## src/rtl/pipe_cla_adder.sv

```systemverilog
// Pipelined 4-bit-group carry-lookahead adder/subtractor with valid/ready flow.
// Define PIPE_CLA_ADDER_SAT_EN to saturate s to the signed extreme on overflow.
module pipe_cla_adder #(
   parameter int WIDTH  = 16,
   parameter int STAGES = 2
) (
   input  logic             clk,
   input  logic             rst_n,
   input  logic [WIDTH-1:0] x,
   input  logic [WIDTH-1:0] y,
   input  logic             ci,
   input  logic             sub,
   input  logic             in_valid,
   output logic             in_ready,
   output logic [WIDTH-1:0] s,
   output logic             co,
   output logic             ov,
   output logic             out_valid,
   input  logic             out_ready
);

   localparam int SW = WIDTH / STAGES;
   localparam int NG = SW / 4;

   function automatic logic [4:0] cla4(
      input logic [3:0] a,
      input logic [3:0] b,
      input logic       c0
   );
      logic [3:0] g;
      logic [3:0] p;
      logic [4:0] c;
      g    = a & b;
      p    = a | b;
      c[0] = c0;
      c[1] = g[0] | (p[0] & c0);
      c[2] = g[1] | (p[1] & g[0]) | (p[1] & p[0] & c0);
      c[3] = g[2] | (p[2] & g[1]) | (p[2] & p[1] & g[0])
           | (p[2] & p[1] & p[0] & c0);
      c[4] = g[3] | (p[3] & g[2]) | (p[3] & p[2] & g[1])
           | (p[3] & p[2] & p[1] & g[0])
           | (p[3] & p[2] & p[1] & p[0] & c0);
      return {c[4], a ^ b ^ c[3:0]};
   endfunction

   logic             adv;
   logic             v_in  [STAGES];
   logic [WIDTH-1:0] a_in  [STAGES];
   logic [WIDTH-1:0] b_in  [STAGES];
   logic             c_in  [STAGES];
   logic [WIDTH-1:0] ps_in [STAGES];

   logic [WIDTH-1:0] s_q;
   logic             co_q;
   logic             ov_q;
   logic             out_valid_q;

   // The whole pipeline freezes only while a result waits on the consumer.
   assign adv      = !(out_valid_q && !out_ready);
   assign in_ready = !rst_n || adv;

   assign v_in[0]  = in_valid;
   assign a_in[0]  = x;
   assign b_in[0]  = sub ? ~y : y;
   assign c_in[0]  = sub | ci;
   assign ps_in[0] = '0;

   for (genvar k = 0; k < STAGES; k++) begin : g_stage
      logic [WIDTH-1:0] sum_c;
      logic             cy_c;
      logic [4:0]       grp_c;

      always_comb begin
         sum_c = ps_in[k];
         cy_c  = c_in[k];
         grp_c = '0;
         for (int g = 0; g < NG; g++) begin
            grp_c = cla4(a_in[k][k*SW+4*g +: 4],
                         b_in[k][k*SW+4*g +: 4], cy_c);
            sum_c[k*SW+4*g +: 4] = grp_c[3:0];
            cy_c  = grp_c[4];
         end
      end

      if (k < STAGES - 1) begin : g_mid
         logic             v_q, v_d;
         logic             c_q, c_d;
         logic [WIDTH-1:0] a_q, a_d;
         logic [WIDTH-1:0] b_q, b_d;
         logic [WIDTH-1:0] ps_q, ps_d;

         always_comb begin
            v_d  = v_q;
            c_d  = c_q;
            a_d  = a_q;
            b_d  = b_q;
            ps_d = ps_q;
            if (adv) begin
               v_d = v_in[k];
               if (v_in[k]) begin
                  c_d  = cy_c;
                  a_d  = a_in[k];
                  b_d  = b_in[k];
                  ps_d = sum_c;
               end
            end
         end

         always_ff @(posedge clk) begin
            if (!rst_n) begin
               v_q  <= 1'b0;
               c_q  <= 1'b0;
               a_q  <= '0;
               b_q  <= '0;
               ps_q <= '0;
            end else begin
               v_q  <= v_d;
               c_q  <= c_d;
               a_q  <= a_d;
               b_q  <= b_d;
               ps_q <= ps_d;
            end
         end

         assign v_in[k+1]  = v_q;
         assign c_in[k+1]  = c_q;
         assign a_in[k+1]  = a_q;
         assign b_in[k+1]  = b_q;
         assign ps_in[k+1] = ps_q;
      end else begin : g_last
         logic             ov_c;
         logic [WIDTH-1:0] res_c;
         logic [WIDTH-1:0] s_d;
         logic             co_d;
         logic             ov_d;
         logic             out_valid_d;

         always_comb begin
            ov_c = (a_in[k][WIDTH-1] == b_in[k][WIDTH-1])
                && (sum_c[WIDTH-1] != a_in[k][WIDTH-1]);
`ifdef PIPE_CLA_ADDER_SAT_EN
            res_c = ov_c ? {a_in[k][WIDTH-1], {(WIDTH-1){~a_in[k][WIDTH-1]}}}
                         : sum_c;
`else
            res_c = sum_c;
`endif
         end

         always_comb begin
            s_d         = s_q;
            co_d        = co_q;
            ov_d        = ov_q;
            out_valid_d = out_valid_q;
            if (adv) begin
               out_valid_d = v_in[k];
               if (v_in[k]) begin
                  s_d  = res_c;
                  co_d = cy_c;
                  ov_d = ov_c;
               end
            end
         end

         always_ff @(posedge clk) begin
            if (!rst_n) begin
               s_q         <= '0;
               co_q        <= 1'b0;
               ov_q        <= 1'b0;
               out_valid_q <= 1'b0;
            end else begin
               s_q         <= s_d;
               co_q        <= co_d;
               ov_q        <= ov_d;
               out_valid_q <= out_valid_d;
            end
         end
      end
   end

   assign s         = s_q;
   assign co        = co_q;
   assign ov        = ov_q;
   assign out_valid = out_valid_q;

endmodule
```

## config.mk

```make
export PLATFORM = sky130hd
export DESIGN_NAME = pipe_cla_adder
export DESIGN_NICKNAME = d
export VERILOG_FILES = /design/src/rtl/pipe_cla_adder.sv
export SDC_FILE = /design/constraint.sdc
export NUM_CORES = 1
export LEC_CHECK = 0
export ABC_AREA = 1
export CAP_MARGIN = 5
export CORE_MARGIN = 2
export CORE_UTILIZATION = 40
export DETAILED_ROUTE_END_ITERATION = 7
export HOLD_SLACK_MARGIN = 0.05
export PLACE_DENSITY = 0.67
export SLEW_MARGIN = 20
export SYNTH_ARGS = -nofsm -noshare
export SYNTH_HDL_FRONTEND = slang
export SYNTH_SLANG_ARGS = --single-unit
```

## constraint.sdc

```tcl
create_clock -name clk -period 2.2 [get_ports clk]
set_input_delay 0.44 -clock clk [delete_from_list [all_inputs] [get_ports clk]]
set_output_delay 0.44 -clock clk [all_outputs]
set_load 0.02 [all_outputs]
```

# Word-level counts from Yosys, hierarchy flattened
# Cells that the tools add are included.
dict set report totals {
  word_cells 143
  romBits 0
  latchBits 0
  mem_bits_rw 0
  n_memories 0
  input_bits 38
  register_bits 61
}
dict set report classes {
  div_mod_pow 0
  bitwise_logic 123
  n_eq_ne 2
  addsub 0
  n_mul 0
  order_cmp 0
  reduce_logical 8
  mux 1
  shift 0
}
# cell count
set ops {}
lappend ops {{$and 1x1->1} 64}
lappend ops {{$or 1x1->1} 41}
lappend ops {{$xor 4x4->4} 8}
lappend ops {{$and 4x4->4} 4}
lappend ops {{$mux 16} 1}
lappend ops {{$not 16->16} 1}
lappend ops {{$or 4x4->4} 4}
lappend ops {{$reduce_and 2->1} 2}
lappend ops {{$logic_not 1->1} 3}
lappend ops {{$logic_and 1x1->1} 2}
lappend ops {{$eq 1x1->1} 1}
lappend ops {{$logic_or 1x1->1} 1}
lappend ops {{$ne 1x1->1} 1}
lappend ops {{$not 1->1} 1}

# Longest topological paths before layout
dict set report logic_depth {
  ltp_word 11
  ltp_mapped 15
  depth_no_buf 13
}

# Least setup slack after synthesis
# OpenSTA, ideal clock, no wires.
dict set report synth_timing {
  path_type {in2reg}
  startpoint {in sub}
  endpoint {reg g_stage[0].g_mid.ps_q[5]}
  required_time_ps 2121
  arrival_ps 2286
  stages 12
  path_slack_ps -165
  path_buffers 2
  path_cell_list {buf_6 buf_6 xor2_1 inv_1 ha_1 nor2_2 nand4_2 nand3_2 inv_1 fa_1 xor2_1 a211oi_2}
}
dict set report synth_via {
  elab_chain_cells 10
  elab_cells_between_ends 21
}
# element line_no
set synth_rtl {}
lappend synth_rtl {{start: declaration} 12} ;# input logic sub,
lappend synth_rtl {{$mux 16} 64} ;# assign b_in[0] = sub ? ~y : y;
lappend synth_rtl {{$or 4x4->4 or $and 4x4->4 (tied branches)} {34, 33}}
lappend synth_rtl {{$and 1x1->1 (on tied branches)} {40, 41, 42}}
lappend synth_rtl {{$or 1x1->1, or another cell as far along (2 in series)} 40} ;# c[4] = g[3] | (p[3] & g[2]) | (p[3] & p[2] & g[1])
lappend synth_rtl {{$or 1x1->1 or $and 1x1->1 (tied branches)} {41, 42}}
lappend synth_rtl {{$or 1x1->1} 42} ;# | (p[3] & p[2] & p[1] & p[0] & c0);
lappend synth_rtl {{$and 1x1->1} 36} ;# c[1] = g[0] | (p[0] & c0);
lappend synth_rtl {{$or 1x1->1} 36}
lappend synth_rtl {{$xor 4x4->4 *} 43} ;# return {c[4], a ^ b ^ c[3:0]};
lappend synth_rtl {{end signal: assignment} 121} ;# ps_q <= ps_d;
lappend synth_rtl {{end: declaration} 90} ;# logic [WIDTH-1:0] ps_q, ps_d;
# Every way passes the cells marked *; elsewhere a longest branch is shown, timed or not.
# A chain may end at the register's enable or synchronous reset.

# Final worst setup path
dict set report layout_timing {
  startpoint {in y[1]}
  endpoint {reg g_stage[0].g_mid.ps_q[5]}
}
dict set report layout_via {
  elab_chain_cells 10
  elab_cells_between_ends 15
}
# element line_no
set layout_rtl {}
lappend layout_rtl {{start: declaration} 10} ;# input logic [WIDTH-1:0] y,
lappend layout_rtl {{$not 16->16} 64}
lappend layout_rtl {{$mux 16 *} 64}
lappend layout_rtl {{$and 4x4->4 or $or 4x4->4 (tied branches)} {33, 34}}
lappend layout_rtl {{$and 1x1->1 (on tied branches)} {40, 41, 42}}
lappend layout_rtl {{$or 1x1->1, or another cell as far along} 40}
lappend layout_rtl {{$or 1x1->1 or $and 1x1->1 (tied branches)} {41, 42}}
lappend layout_rtl {{$or 1x1->1 *} 42}
lappend layout_rtl {{$and 1x1->1 *} 36}
lappend layout_rtl {{$or 1x1->1 *} 36}
lappend layout_rtl {{$xor 4x4->4 *} 43}
# Marks and branches as above.

==> results by group <==
Final layout
  – Area grow syn2layout: 32.55%
  – Reg area: 900.9 sq um
  – Commonest non-fill, non-tap cells in the layout: inv_1, clkdlybuf4s50_1, dfxtp_1
  – Commonest non-fill, non-tap cell in the layout: inv_1
  – Filler Cell Count: 670
  – Fraction of layout cells with a size suffix above 1: around 15%
  – Antenna diode count: 0
  – Multi-input combinational cell area: 1609 sq um
  – Final nets: 510

Timing
  – Crit path time final: 2.069 ns
  – RSZ-0062 raised after global routing: no
  – Worst slew margin: 72.22%
  – Worst clock skew: 0.008290 ns
  – Slew @ Worst Pin: 0.4163 ns
  – Final period utilization: a little over nine tenths
  – Final Setup Violations: 0
  – Hold Slack: 0.4691 ns
  – Pins Over Slew Limit: 0
  – Peak Freq: around 480 MHz
  – Fin. Hold Viols: 0
  – PnR worst setup slack: 0.1311 ns

Clocking
  – CTS Hold Buffers Added: 0
  – Worst-Skew Late Latency: roughly 0.3 ns
  – CTS Buffer Depth: 2
  – CTS HTree Levels: 2
  – Root Buffer: clkbuf_8
  – Clock sinks: 45
  – TritonCTS clock tree: built
  – CTS Buf Count: 5
  – Worst-path clk slew: 0.09 ns

Setup path
  – Origin of the worst setup path: y[1]
  – Crit path to: g_stage[0].g_mid.ps_q[5]
  – Reg-to-reg endpoint: s[13]
  – Reg2Reg Depth: 11
  – WP data arrival: 2.30 ns
  – CP max FO: 3
  – Reg2reg start: g_stage[0].g_mid.b_q[10]
  – Crit. End Element: flip-flop
  – Crit path required time: around 2.4 ns
  – Startpoint Class: input pin
  – CP Class: in -> reg
  – Reg-to-reg setup timing slack: 0.41 ns

Detailed routing
  – Final WL: 5956 microns
  – DRT Pass-1 Iters: 4
  – WL/cell: 11.20 microns
  – Number of DRC markers in iteration 0: 91
  – DRC: 0
  – Final ANT Viol Nets: 0
  – Via/cell ratio: 4.523
  – Vias: around 2400

Floorplanning
  – FP Rows: 30
  – Floorplan die width: 88.21 microns
  – Core box area: between 6000 and 7000 sq um
  – I/O Pins: 58
  – Die Y: ~88 microns
  – Die area: 7781 sq um
  – Initial Util: 41.52%

Run status
  – Outcome: finished, final reports clean

Pwr
  – Pwr per Cell Area: 586.5 nW/um^2
  – Tot Pwr: 0.002205 W
  – Leakage Power: between 1.5 and 2 nW
  – Worst vdd ir: 0.0002482 V

Logic synthesis
  – Yosys reg bits: 45
  – Post-synth EDFFs: 0
  – Asr flop ratio synth: 0%
  – Net Count, Synth: 438
  – Netlist cell types: 36
  – Post-Syn Area: 2836 sq um
  – Average size of a mapped cell: 7.792 sq um
  – Yosys Warn Count: 0
  – Sequential area share after synthesis: 31.76%
  – Syn Inst Count: about 360
  – Ys flop type: dfxtp_1

Worst hold path
  – Worst Hold Class: reg -> reg
  – Hold path depth: 2

Placement
  – Port bufs: 57
  – Place WS: -0.5001 ns
  – Hpwl dp: 4576 microns
  – Gpl congestion: around 0.78

GRT
  – Largest net degree at the start of global routing: 36
  – Initial antenna violation count: 0
  – Total grt overflow: 0
  – First-pass GRT wire length: a little over 10000 microns
  – Vias in the first global route: between 2000 and 2500
  – Gr usage total: 16.77%

Flow run
  – Max-cap violations: 0
==> worst min-delay path by stage <==
| stage | from | to | slack (ns) |
|---|---|---|---|
| finish | g_stage[0].g_mid.ps_q[1] | s[1] | 0.47 |
| global route | g_stage[0].g_mid.ps_q[1] | s[1] | 0.48 |
| CTS | g_stage[0].g_mid.ps_q[1] | s[1] | 0.47 |
| detailed placement | g_stage[0].g_mid.ps_q[1] | s[1] | 0.45 |
| global placement | g_stage[0].g_mid.ps_q[1] | s[1] | 0.44 |
| floorplan | g_stage[0].g_mid.ps_q[2] | s[2] | 0.43 |
==> area by class of cell <==
type / count / share of cell area [%]
inverters: 77 / 7.754
clock buffers: 5 / 1.830
repair buffers: 79 / 19.53
clock inverters: 2 / 0.9318
multi-input cells: 228 / 42.80
flip-flops and latches: 45 / 23.96
well taps: 96 / 3.195
==> worst max-delay path, stage by stage <==
cell	delay [ns]
clkdlybuf4s50_1	0.45
xnor2_2	0.16
ha_1	0.18
inv_1	0.11
nand4_2	0.12
nand3_2	0.10
inv_2	0.04
fa_2	0.34
xor2_1	0.15
a211oi_2	0.20
==> power by group <==
group / total, W / switching [W] / internal (W)
Sequential: 0.000925 / 0.0000376 / 0.000888
Combinational: 0.000665 / 0.000350 / 0.000316
Clock: 0.000615 / 0.000284 / 0.000330
Total: 0.00221 / 0.000672 / 0.00153
==> synth_stat cells (6+ instances only) <==
cell type / n / share of area, %
inv_1: 73 / 9.7
dfxtp_1: 45 / 32
xnor2_1: 7 / 2.2
nand2_2: 11 / 2.4
nor2_1: 29 / 3.8
xor2_1: 15 / 4.6
nand3_1: 11 / 1.9
o21ai_1: 6 / 1.1
nand2_1: 20 / 2.6
ha_1: 32 / 14
buf_2: 7 / 1.2
o21ai_0: 33 / 5.8
a21oi_1: 36 / 6.4
==> flip-flops by register name, indices dropped and copies added (netlist names) <==
name / count
s: 16
g_stage.g_mid.a_q: 8
g_stage.g_mid.b_q: 8
g_stage.g_mid.ps_q: 8
co: 1
g_stage.g_mid.c_q: 1
g_stage.g_mid.v_q: 1
out_valid: 1
ov: 1
==> logic make-up (layout without fill, tap and decap cells) <==
family | count (synthesis) | in the layout | share of synthesized area [%]
fa+ha+maj | 36 | 36 | 16.94
flops | 45 | 45 | 31.76
compound gates | 84 | 84 | 16.01
xor+xnor | 22 | 22 | 6.793
buf+inv | 91 | 163 | 13.14
simple gates | 86 | 86 | 15.35
==> through the flow <==
step | instances | instance area (sq um) | TNS, ns | util, %
after floorplan | 364 | 2869 | -0.0007181 | -
after global placement | 524 | 3623 | -2.123 | 53.04
after detailed placement | 524 | 3623 | -2.767 | 53.04
after CTS | 532 | 3732 | 0 | 54.63
after global routing | 532 | 3760 | 0 | 55.04
final | 532 | 3760 | 0 | 55.04
==> timing repair <==
item                       CTS  global route
setup buffers                1             0
setup endpoints to repair    5             5
resized for setup            2             8
pin swaps                    2             2
==> metal layers <==
layer  share of wire (%)  wire length, microns  GRT usage, %  up-vias
met4                 1.1                    67         4.959        0
met1                  48                  2860         22.70     1077
met5                   0                     0             0        -
li1                    -                     -             -     1274
met3                 3.8                   224         2.519        6
met2                  47                  2804         27.82       49
(Power assumes the default switching activity.)
